===== src/rtl/ezusb_lsi_master.sv =====
// Host-side driver for the low-speed interface: serialises one 32-bit write or read
// per request onto data_clk/mosi/stop and samples the receiver's miso reply.
module ezusb_lsi_master #(
  parameter int BIT_CYCLES = 8,
  parameter int READ_WAIT  = 16
) (
  input  logic        clk,
  input  logic        reset_in,
  input  logic        req_valid,
  output logic        req_ready,
  input  logic        req_write,
  input  logic [7:0]  req_addr,
  input  logic [31:0] req_wdata,
  output logic        done,
  output logic [31:0] rd_data,
  output logic        data_clk,
  output logic        mosi,
  output logic        stop,
  input  logic        miso
);
  localparam int CW  = $clog2(BIT_CYCLES);
  localparam int RWW = $clog2(READ_WAIT + 1);
  // Counter values one cycle ahead: registered outputs land on the cycle after the match.
  localparam logic [CW-1:0]  C_EDGE  = CW'(BIT_CYCLES / 2 - 1);
  localparam logic [CW-1:0]  C_DONE  = CW'(BIT_CYCLES - 2);
  localparam logic [CW-1:0]  C_LAST  = CW'(BIT_CYCLES - 1);
  localparam logic [RWW-1:0] RW_LAST = RWW'(READ_WAIT - 1);

  localparam logic [2:0] S_IDLE   = 3'd0;
  localparam logic [2:0] S_SHIFT  = 3'd1;
  localparam logic [2:0] S_COMMIT = 3'd2;
  localparam logic [2:0] S_RWAIT  = 3'd3;
  localparam logic [2:0] S_READ   = 3'd4;
  localparam logic [2:0] S_GAP    = 3'd5;

  logic [2:0]     state;
  logic [CW-1:0]  cnt;
  logic [RWW-1:0] rw_cnt;
  logic [5:0]     bit_idx;
  logic           wr;
  logic [39:0]    sh;
  logic [31:0]    rd_shift;
  logic           miso_m, miso_s;
  logic [39:0]    frame;
  logic           slot_end, edge_cyc;

  // Writes send data then address; reads send only the address.
  assign frame    = req_write ? {req_addr, req_wdata} : {32'd0, req_addr};
  assign slot_end = (cnt == C_LAST);
  assign edge_cyc = (cnt == C_EDGE);

  always_ff @(posedge clk or posedge reset_in) begin
    if (reset_in) begin
      miso_m <= 1'b0;
      miso_s <= 1'b0;
    end else begin
      miso_m <= miso;
      miso_s <= miso_m;
    end
  end

  always_ff @(posedge clk or posedge reset_in) begin
    if (reset_in) begin
      state     <= S_IDLE;
      cnt       <= '0;
      rw_cnt    <= '0;
      bit_idx   <= '0;
      wr        <= 1'b0;
      sh        <= '0;
      rd_shift  <= '0;
      req_ready <= 1'b0;
      done      <= 1'b0;
      rd_data   <= '0;
      data_clk  <= 1'b0;
      mosi      <= 1'b0;
      stop      <= 1'b0;
    end else begin
      done <= 1'b0;
      if (state == S_SHIFT || state == S_COMMIT || state == S_READ || state == S_GAP)
        cnt <= slot_end ? '0 : cnt + CW'(1);
      case (state)
        S_IDLE: begin
          stop      <= 1'b0;
          mosi      <= 1'b0;
          req_ready <= !(req_valid && req_ready);
          if (req_valid && req_ready) begin
            wr      <= req_write;
            sh      <= {1'b0, frame[39:1]};
            mosi    <= frame[0];
            bit_idx <= '0;
            cnt     <= '0;
            state   <= S_SHIFT;
          end
        end
        S_SHIFT: begin
          if (edge_cyc) data_clk <= ~data_clk;
          if (slot_end) begin
            if (bit_idx == (wr ? 6'd39 : 6'd7)) begin
              stop  <= 1'b1;
              mosi  <= ~wr;
              state <= S_COMMIT;
            end else begin
              mosi    <= sh[0];
              sh      <= {1'b0, sh[39:1]};
              bit_idx <= bit_idx + 6'd1;
            end
          end
        end
        S_COMMIT: begin
          if (edge_cyc) data_clk <= ~data_clk;
          if (slot_end) begin
            if (wr) begin
              stop  <= 1'b0;
              mosi  <= 1'b0;
              state <= S_GAP;
            end else begin
              rw_cnt <= '0;
              state  <= S_RWAIT;
            end
          end
        end
        S_RWAIT: begin
          rw_cnt <= rw_cnt + RWW'(1);
          if (rw_cnt == RW_LAST) begin
            mosi    <= 1'b0;
            bit_idx <= '0;
            state   <= S_READ;
          end
        end
        S_READ: begin
          // Sample just before our own edge: a full slot after the previous edge.
          if (edge_cyc) begin
            rd_shift[bit_idx[4:0]] <= miso_s;
            if (bit_idx != 6'd31) data_clk <= ~data_clk;
          end
          if (slot_end) begin
            if (bit_idx == 6'd31) begin
              stop  <= 1'b0;
              state <= S_GAP;
            end else begin
              bit_idx <= bit_idx + 6'd1;
            end
          end
        end
        S_GAP: begin
          if (cnt == C_DONE) begin
            done <= 1'b1;
            if (!wr) rd_data <= rd_shift;
          end
          if (slot_end) begin
            req_ready <= 1'b1;
            state     <= S_IDLE;
          end
        end
        default: state <= S_IDLE;
      endcase
    end
  end
endmodule

===== config.mk =====
export PLATFORM = sky130hd
export DESIGN_NAME = ezusb_lsi_master
export DESIGN_NICKNAME = d
export VERILOG_FILES = /design/src/rtl/ezusb_lsi_master.sv
export SDC_FILE = /design/constraint.sdc
export NUM_CORES = 1
export LEC_CHECK = 0
export ABC_AREA = 1
export BUFFER_PORTS_ARGS = -buffer_cell sky130_fd_sc_hd__buf_4
export CORE_MARGIN = 4
export CORE_UTILIZATION = 35
export DETAILED_ROUTE_END_ITERATION = 6
export GPL_ROUTABILITY_DRIVEN = 1
export PLACE_DENSITY_LB_ADDON = 0.08
export SYNTH_ARGS = -nofsm -noshare
export SYNTH_HDL_FRONTEND = slang
export SYNTH_SLANG_ARGS = --single-unit

===== constraint.sdc =====
create_clock -name clk -period 3.45 [get_ports clk]
set_clock_uncertainty 0.2 [all_clocks]
set_input_delay 0.1725 -clock clk [delete_from_list [all_inputs] [get_ports clk]]
set_output_delay 0.1725 -clock clk [all_outputs]
set_load 0.02 [all_outputs]

==> reports/summary.md <==
- sky130_fd_sc_hd__clkbuf_16 — cell chosen for the clock root
- 0 — max-capacitance violation count
- 841 — Synthesized Nets
- 7.93 sq um — average footprint of a synthesized cell
- 1,747 — # fillers
- flip-flop — CP Launch Type
- 20,000 sq um — area of the die
- 31.3% — clock group share of total power
- 38.9% — switching portion of total power
- yes — TritonCTS clock tree
- sky130_fd_sc_hd__dfrtp_1, sky130_fd_sc_hd__nand2_1, sky130_fd_sc_hd__o21ai_0, sky130_fd_sc_hd__nand3_1, sky130_fd_sc_hd__inv_1 — Synth area leaders
- sky130_fd_sc_hd__dfrtp_1 — most used flip-flop cell after synthesis
- 14,400 um — total wire length after detailed routing
- 425 uV — maximum vdd ir drop
- 0 — setup bufs post-CTS
- 0.928 ns — actual slew at the worst max-slew pin
- 141 um — Chip Width
- 15.4% — all-layer global routing usage
- 0 — Setup violations, final
- 4 — number of H-tree levels
- 35.9% — Starting Density
- 0.42 ns — clock latency reported for the late side of the worst-skew pair
- 5,317 — total number of vias
- sky130_fd_sc_hd__nand2_1, sky130_fd_sc_hd__dfrtp_1, sky130_fd_sc_hd__o21ai_0, sky130_fd_sc_hd__nand3_1, sky130_fd_sc_hd__buf_4 — most frequent cells in the layout
- 0 ns — Post-Route Setup TNS
- 700 nW/um^2 — ratio of total power to cell area
- 0 — number of enable-type register cells in the synthesized netlist
- 51.4% — part of the Yosys area used for sequential elements
- 6230 sq um — area of the mapped netlist
- 16.3% — fraction of layout cells with a size suffix above 1
- 0 — diode insertion count for antenna repair
- 46.2% — post-layout utilization of the core
- 78.0% — Final period util
- 38.0% — worst max-slew margin expressed relative to the limit
- 2 — worst-case clock buffer depth
- in2reg — kind of path behind the tightest hold check
- 17 — clock buffers created by TritonCTS
- finished clean — run status
- 0 — final slew viol count
- 51.4% — area share of the largest cell type after synthesis
- 0.06 ns — clock slew at the register clock pins of the worst setup and hold paths
- 34.8% — fraction of power consumed by sequential logic
- 5.62 mW — total power
- 82 — IO Pins
- 0 — synthesis warning total
- 100% — async set-reset flop share out of synthesis
- 0.830 — weighted congestion at the end of routability-driven global placement
- 48 — count of standard-cell rows
- 786 — number of instances in the synthesized netlist
- 17,400 sq um — core area
- 5 — router iterations before antenna repair
- 81 — number of port buffers
- 29 — Distinct cells, synth
- 5,226 — via count of the first global-routing pass
- 2.85 ns — Worst EP arrival
- 4.66 — Vias/cell
- 3.97 nW — standby leakage power
- 3.43 mW — internal power
- 128 — number of flip-flops and latches in the synthesized netlist
- 371 MHz — Max Clk Rate
- 141 um — die height
- 12.6 um — Routed WL per cell
- sky130_fd_sc_hd__dfrtp_1 — cell type with the largest total area after synthesis
- 0 — final-report hold violation count
- reg2reg — Critical Setup Path Class
- 0 — number of antenna violations at the first check in global routing
- 2.18 mW — net switching power
- 25,100 um — global-route wire length before repair
- sky130_fd_sc_hd__nand2_1 — commonest non-fill, non-tap cell in the layout
- 3.61 ns — Worst EP required
- 77 — maximum number of pins on one net before global-route repair
- flip-flop — type of element capturing the critical path
- 2.69 ns — final critical-path required period
- 267 — Iteration-0 DRC Markers
- 0 — global route overflow
- 34.0% — logic gate share of total power
- 9830 um — half-perimeter wire length of the detailed placement result
- 128 — clock sinks
- 0 — number of antenna-violating nets in the routed design
- 28.7% — area added between synthesis and finish
- no — setup repair after global routing missed its margin
- 957 — number of nets in the final layout
- 0 — # DRC
- 76 — Critical Path Fanout Max
## cells by family (layout without fill, tap and decap cells)
family	after synthesis	count (layout)	share of synthesized area (%)
AO/OA/AOI/OAI	132	132	11.7
adder cells (fa/ha/maj)	10	10	2.01
flip-flops	128	128	51.4
AND/OR/NAND/NOR	399	399	26.7
XOR/XNOR	2	2	0.281
buffers and inverters	115	244	7.89
## cell usage after synthesis (all sizes together), types with 5 or more instances
library cell,instances
buf,20
nand2,249
ha,10
o21ai,115
nor2,56
nand3,88
dfrtp,128
a31oi,7
inv,79
a21oi,5
clkbuf,16
## layout make-up
cell class	instances	area [sq um]	area share [%]
flip-flops and latches	128	3200	39.9
multi-input cells	543	2540	31.7
repair buffers	133	1120	14.0
clock buffers	17	425	5.30
inverters	79	300	3.74
well taps	225	282	3.51
clock inverters	15	149	1.86
## per-layer routing
layer	vias up	part of all wire, %	GRT usage [%]
met5	-	0	0
met4	0	1.3	4.55
met3	19	4.3	4.04
met2	107	47	24.7
met1	2432	47	20.5
li1	2759	-	-
## through the flow
| step | hold WS (ns) | cells | setup slack, ns | instance area [sq um] |
|---|---|---|---|---|
| final | 0.0238 | 1140 | 0.758 | 8020 |
| after global placement | 0.0833 | 1064 | 1.11 | 7010 |
| after floorplan | 0.00393 | 786 | 1.50 | 6240 |
| after CTS | 0.0175 | 1140 | 0.797 | 8020 |
| after global routing | 0.0747 | 1140 | 0.543 | 8020 |
| after detailed placement | 0.0861 | 1064 | 1.12 | 7010 |
## registers in the layout, indices dropped and copies added, names as in the netlist
register / cells
rd_data: 32
bit_idx: 6
rd_shift: 32
cnt: 3
sh: 39
rw_cnt: 5
done: 1
miso_m: 1
data_clk: 1
miso_s: 1
req_ready: 1
stop: 1
mosi: 1
wr: 1
state: 3
## power by group through the flow
stage               registers (mW)  clock network, mW  logic, mW
floorplan                     1.94                  0       1.51
CTS                           1.96               1.81       1.92
detailed placement            1.98                  0       1.82
global placement              1.97                  0       1.78
finish                        1.95               1.76       1.91
global route                  1.99               1.88       2.20
## worst paths after layout
kind | from | end | slack (ns) | cells past startpoint
min in group asynchronous | reset_in | rd_shift[2]$_DFFE_PP0P_ | 0.32 | 3
setup / recovery | state[2]$_DFFE_PP0P_ | sh[1]$_DFFE_PP0P_ | 0.76 | 8
hold reg to reg | miso_m$_DFF_PP0_ | miso_s$_DFF_PP0_ | 0.14 | 0
hold / removal | req_write | wr$_DFFE_PP0P_ | 0.02 | 3
max in group asynchronous | reset_in | bit_idx[1]$_DFFE_PP0P_ | 1.94 | 4
setup reg to reg | state[2]$_DFFE_PP0P_ | sh[1]$_DFFE_PP0P_ | 0.76 | 8
## critical path: stages (launching register included)
cell                            delay (ns)
sky130_fd_sc_hd__dfrtp_1              0.58
sky130_fd_sc_hd__inv_1                0.22
sky130_fd_sc_hd__nand2_2              0.12
sky130_fd_sc_hd__buf_4                0.53
sky130_fd_sc_hd__nor2_1               0.09
sky130_fd_sc_hd__a31oi_1              0.17
sky130_fd_sc_hd__dlygate4sd3_1        0.57
sky130_fd_sc_hd__nand2_1              0.05
sky130_fd_sc_hd__nand2_1              0.08
## what timing repair did
item                                   in CTS  in global routing
endpoints found under the hold margin      79                  0
hold buffers                               44                  0
gates resized for setup                     0                  0
No activity file was read; power rests on OpenSTA's default activity.
